--- config.mk ---
export PLATFORM = sky130hd
export DESIGN_NAME = dmac_main_ctrl
export DESIGN_NICKNAME = d
export VERILOG_FILES = /design/src/rtl/dmac_main_ctrl.sv
export SDC_FILE = /design/constraint.sdc
export NUM_CORES = 1
export LEC_CHECK = 0
export BUFFER_PORTS_ARGS = -buffer_cell sky130_fd_sc_hd__buf_2
export CORE_MARGIN = 3
export CORE_UTILIZATION = 30
export DETAILED_ROUTE_END_ITERATION = 16
export PLACE_DENSITY_LB_ADDON = 0.12
export SLEW_MARGIN = 20
export SYNTH_ARGS = -nofsm -noshare
export SYNTH_HDL_FRONTEND = slang
export SYNTH_SLANG_ARGS = --single-unit
--- constraint.sdc ---
create_clock -name clk -period 2.3 [get_ports clk]
set_input_delay 0 -clock clk [delete_from_list [all_inputs] [get_ports clk]]
set_output_delay 0 -clock clk [all_outputs]
set_load 0.01 [all_outputs]
--- src/rtl/dmac_main_ctrl.sv ---
// rtl/dmac_main_ctrl.sv - DMA main control FSM: request arbitration, config fetch, channel run
// One peripheral request at a time: fetch 4 config words, run a channel until irq, ack, drop.
module dmac_main_ctrl #(
  parameter int unsigned     TO_W   = 16,
  parameter logic [TO_W-1:0] TO_CYC = '1
) (
  input  logic       clk,
  input  logic       rst,
  input  logic [1:0] DmacReq,
  input  logic       HReady,
  input  logic [1:0] M_HResp,
  input  logic       irq,
  input  logic       C_config,
  output logic [1:0] con_sel,
  output logic       con_en,
  output logic [1:0] config_HTrans,
  output logic       config_write,
  output logic [1:0] addr_inc_sel,
  output logic       DmacReq_Reg_en,
  output logic       PeriAddr_reg_en,
  output logic       SAddr_Reg_en,
  output logic       DAddr_Reg_en,
  output logic       Trans_sz_Reg_en,
  output logic       Ctrl_Reg_en,
  output logic       channel_en_1,
  output logic       channel_en_2,
  output logic [1:0] dmac_ack,
  output logic       busy,
  output logic       err
);

  typedef enum logic [3:0] {
    S_IDLE, S_LATCH, S_CFG_A, S_CFG_D, S_SEL, S_RUN, S_DONE, S_ERR, S_DROP
  } state_t;

  localparam logic [TO_W-1:0] TO_LAST = TO_CYC - TO_W'(1);

  state_t          state, state_nx;
  logic [1:0]      k;
  logic [1:0]      gnt;
  logic [1:0]      sel_q;
  logic            err_q;
  logic [TO_W-1:0] wdog;
  logic            bus_err;
  logic            wd_hit;

  assign bus_err = HReady && (M_HResp == 2'b01);
  assign wd_hit  = (TO_CYC != '0) && (wdog == TO_LAST);

  always_ff @(posedge clk or posedge rst) begin
    if (rst) state <= S_IDLE;
    else     state <= state_nx;
  end

  always_ff @(posedge clk or posedge rst) begin
    if (rst) begin
      k     <= 2'b00;
      gnt   <= 2'b00;
      sel_q <= 2'b10;
      err_q <= 1'b0;
      wdog  <= '0;
    end else begin
      // Grant is frozen when leaving IDLE; later request changes are ignored until DROP.
      if (state == S_IDLE && DmacReq != 2'b00)
        gnt <= DmacReq[1] ? 2'b10 : 2'b01;
      case (state)
        S_LATCH: begin
          k     <= 2'b00;
          err_q <= 1'b0;
        end
        S_CFG_D: if (HReady && !bus_err && k != 2'b11) k <= k + 2'b01;
        S_SEL: begin
          sel_q <= {1'b0, C_config};
          wdog  <= '0;
        end
        S_RUN:  if (wdog != '1) wdog <= wdog + TO_W'(1);
        S_DONE: sel_q <= 2'b10;
        S_ERR: begin
          sel_q <= 2'b10;
          err_q <= 1'b1;
        end
        default: ;
      endcase
    end
  end

  always_comb begin
    state_nx = state;
    case (state)
      S_IDLE:  if (DmacReq != 2'b00) state_nx = S_LATCH;
      S_LATCH: state_nx = S_CFG_A;
      S_CFG_A: if (HReady) state_nx = S_CFG_D;
      S_CFG_D: if (HReady) state_nx = bus_err ? S_ERR : (k == 2'b11 ? S_SEL : S_CFG_A);
      S_SEL:   state_nx = S_RUN;
      S_RUN: begin
        if (irq)                   state_nx = S_DONE;
        else if (bus_err || wd_hit) state_nx = S_ERR;
      end
      S_DONE:  state_nx = S_DROP;
      S_ERR:   state_nx = S_DROP;
      S_DROP:  if ((DmacReq & gnt) == 2'b00) state_nx = S_IDLE;
      default: state_nx = S_IDLE;
    endcase
  end

  always_comb begin
    con_en          = 1'b0;
    config_HTrans   = 2'b00;
    addr_inc_sel    = 2'b00;
    DmacReq_Reg_en  = 1'b0;
    PeriAddr_reg_en = 1'b0;
    SAddr_Reg_en    = 1'b0;
    DAddr_Reg_en    = 1'b0;
    Trans_sz_Reg_en = 1'b0;
    Ctrl_Reg_en     = 1'b0;
    channel_en_1    = 1'b0;
    channel_en_2    = 1'b0;
    dmac_ack        = 2'b00;
    case (state)
      S_LATCH: begin
        con_en          = 1'b1;
        DmacReq_Reg_en  = 1'b1;
        PeriAddr_reg_en = 1'b1;
      end
      S_CFG_A: begin
        config_HTrans = 2'b10;
        addr_inc_sel  = k;
      end
      S_CFG_D: begin
        addr_inc_sel = k;
        if (HReady && !bus_err) begin
          SAddr_Reg_en    = (k == 2'b00);
          DAddr_Reg_en    = (k == 2'b01);
          Trans_sz_Reg_en = (k == 2'b10);
          Ctrl_Reg_en     = (k == 2'b11);
        end
      end
      S_SEL: con_en = 1'b1;
      S_RUN: begin
        channel_en_1 = (sel_q == 2'b00);
        channel_en_2 = (sel_q == 2'b01);
      end
      S_DONE: begin
        con_en   = 1'b1;
        dmac_ack = gnt;
      end
      S_ERR:   con_en = 1'b1;
      default: ;
    endcase
  end

  assign con_sel      = sel_q;
  assign config_write = 1'b0;
  assign busy         = (state != S_IDLE);
  assign err          = err_q || (state == S_ERR);

endmodule

==> results.toml <==
[outcome]
status = "complete, no violations"

[timing]
slew-limit-headroom_pct = 63.6
timing_worst_slew_pin_value_ns = 0.533
grt_setup_unrepaired = "false"
worst_slack_ns = 0.405
clock-skew-final_ns = 0.00620
finalHoldViolations = 0
layout_worst_path_cycle_share_pct = 82.4
post-route-min-period_ns = 1.89
fmax_ghz = 0.528
setup_viol = 0
fin_setup_tns_ns = 0
report.final.slew_viol_count = 0

[yosys]
ys_seq_area_share_pct = 39.2
syn-cell-area_mm2 = 0.00173
synth_top_cells_by_area = "dfrtp_1 (38%), nor2_1 (5.9%), ha_1 (4.3%)"
synth_cells = 193
ys_warn_count = 0
post_synth_num_cell_types = 45
ys_seq_elements = 27
synth_largest_type_area_fraction_pct = 37.7
synthesis.area_per_instance_um2 = 8.95
postSynth.asyncResetShare_pct = 100
most_used_dff_post_synth = "dfrtp_1"
synth_enable_flop_cells = 0
yosysTopAreaCell = "dfrtp_1"

[worst_setup_path]
worstPathCellList = "nor3b_1 -> and3_1 -> nand3_2 -> or3_1 -> a21oi_1"
critical_path.n_buffers_inverters = 0
setup.worst_path.start_class = "flip-flop"
critical_path_end_type = "flip-flop"
slowest_delay_ns = 0.56
worst-endpoint-required_ns = 2.51
worst_ep_arrival_time_ns = 2.10
peak_fanout_along_the_critical_path = 15
path_class = "flip-flop to flip-flop"
worst_path_max_delay_cell = "dfrtp_1"
top_cell_family_by_delay_on_the_critical_path = "simple AND/OR/NAND/NOR gates"

[detailed_routing]
routed_wire_length_per_instance_um = 13.5
drt-vias-per-instance = 4.93
drt.antenna.violating_nets = 0
dr.pass1.iters = 4
finalWirelength_mm = 3.99
drc_errors = 0
initial_drt_markers = 46
vias_post_dr = 1454

[clock_network]
max-clock-path-buffers = 2
clock-sinks = 27
postCtsSetupBuffers = 0
cts.htree.levels = 1
cts_made_buffers = 3
clock_insertion_delay_worst_skew_ns = 0.27
clk_transition_reported_paths_ns = 0.10
cts_repair_resize_count = 0
tritoncts_clock_tree = "done"
cts_root_buf = "clkbuf_8"

[die]
number_of_top_level_pins = 29
initial_core_util_pct = 32.4
core_region_area_mm2 = 0.00534
placement_rows = 26
die_w_um = 81.9
die-height_um = 81.9
fp.dieArea_mm2 = 0.00670

[grt]
first_global_vias = 1482
antenna_violations_before_repair = 0
grt_first_pass_wirelength_mm = 7.05
grt_overflow = 0
all_layer_gr_usage_pct = 13.4
grt_start_max_net_pins = 28

[worst_hold_path]
worstHoldPathType = "input port to flip-flop"

[final_layout]
finish.utilization_pct = 38.0
finish.net_count = 241
area_delta_synth_final_pct = 17.3
post-route-cell-area_mm2 = 0.00203
proportion_of_layout_cells_with_a_drive_suffix_above_1_pct = 20.4
nFillCells = 581
antennaDiodeCount = 0

[placement]
gpl.final_weighted_congestion = 0.791
port_buffers = 26
placed_cell_area_mm2 = 0.00195
dp.final_hpwl_mm = 2.93
preCtsSetupSlack_ns = 0.419

[flow_run]
max_cap_viol_count = 0

[pwr]
irDropWorstVdd_mv = 0.370
leak_pwr_nw = 0.946
p_per_area_mw_per_mm2 = 810
-- worst paths after layout --
kind	startpoint	end	slack [ns]	cells after the start
min in group asynchronous	rst	wdog[5]	0.32	4
hold / removal	DmacReq[0]	gnt[0]	0.05	3
setup reg to reg	state[1]	wdog[15]	0.41	5
max in group asynchronous	rst	con_sel[1]	1.67	4
hold reg to reg	con_sel[1]	con_sel[1]	0.51	2
setup / recovery	state[1]	wdog[15]	0.41	5
-- timing repair --
action,CTS,global route
hold buffers,3,0
setup endpoints to repair,0,0
endpoints found under the hold margin,28,0
-- kinds of logic after synthesis --
| group | count (synthesis) | synth area share (%) |
|---|---|---|
| AOI/OAI and AO/OA | 30 | 11.7 |
| xor gates and xnor gates | 12 | 6.09 |
| adders and majority gates | 6 | 4.35 |
| buffers and inverters | 22 | 5.72 |
| DFF | 27 | 39.2 |
| muxes | 1 | 0.652 |
| other | 1 | 0.217 |
| and+or+nand+nor | 94 | 32.0 |
-- where the power goes --
| part | switching (mW) | internal (mW) | total [mW] |
|---|---|---|---|
| Sequential | 0.158 | 0.575 | 0.733 |
| Combinational | 0.332 | 0.300 | 0.631 |
| Clock | 0.153 | 0.124 | 0.277 |
-- metal layers --
metal  wire length, um  vias up  track usage, %
li1                  -      735               -
met1              1910      682            17.5
met2              1880       33            22.1
met3               160        4            3.07
met4                43        0            3.16
met5                 0        -               0
-- state kept, by name (all words and copies together) (netlist names) --
| signal | flops |
|---|---|
| err_q | 1 |
| con_sel | 2 |
| wdog | 16 |
| gnt | 2 |
| state | 4 |
| k | 2 |
-- cell usage after synthesis (2+ instances only) --
master / number
xor2_1: 5
a22o_1: 2
and2_1: 5
a31o_2: 2
clkbuf_1: 2
a21oi_1: 8
dfrtp_1: 26
o21ai_0: 5
and3_1: 3
nand3_1: 8
nor4_4: 2
nand2_1: 14
buf_4: 3
nor3_1: 5
o2bb2ai_1: 2
nor3b_1: 6
nand4_1: 5
buf_2: 4
and4_1: 2
nand4_2: 2
a31oi_1: 5
inv_1: 13
ha_1: 6
xnor2_1: 7
nand2b_1: 5
nor2_1: 27
-- stage by stage --
stage	total power [mW]	hold slack, ns	instances
after floorplan	1.17	0.0520	194
after global placement	1.39	0.0915	288
after detailed placement	1.38	0.0921	288
after CTS	1.67	0.0397	295
after global routing	1.79	0.0556	295
final	1.64	0.0528	295
-- placed cells by master, fill, tap and decap left out, types with 2 or more instances in the layout --
cell type	synthesis	routed
nand3_1	8	8
nor3b_1	6	6
a21oi_1	8	8
nand4_2	2	2
and2_1	5	5
ha_1	6	6
nand2b_1	5	5
a22o_1	2	2
and4_1	2	2
nor3_1	5	5
nor4_4	2	2
o2bb2ai_1	2	2
nor2_1	27	27
inv_1	13	13
and3_1	3	3
buf_4	3	7
nand2_1	14	14
nand4_1	5	5
clkbuf_8	0	3
dlygate4sd3_1	0	3
a31o_2	2	2
xnor2_1	7	7
xor2_1	5	5
dfrtp_1	26	26
conb_1	1	2
buf_2	4	26
a31oi_1	5	5
o21ai_0	5	5
-- area by class of cell --
class	instances	area, um^2	share of cell area [%]
multi-input cells	145	955	47.1
flip-flops and latches	27	677	33.4
repair buffers	36	213	10.5
well taps	70	87.6	4.32
inverters	13	48.8	2.41
clock buffers	4	45.0	2.22
-- tightest hold or removal path: cells and delay by family --
| kind | cells | cell delay, ns |
|---|---|---|
| compound gates | 2 | 0.17 |
| buf+inv | 1 | 0.12 |
Note: power is estimated with default switching activity, not from simulation.
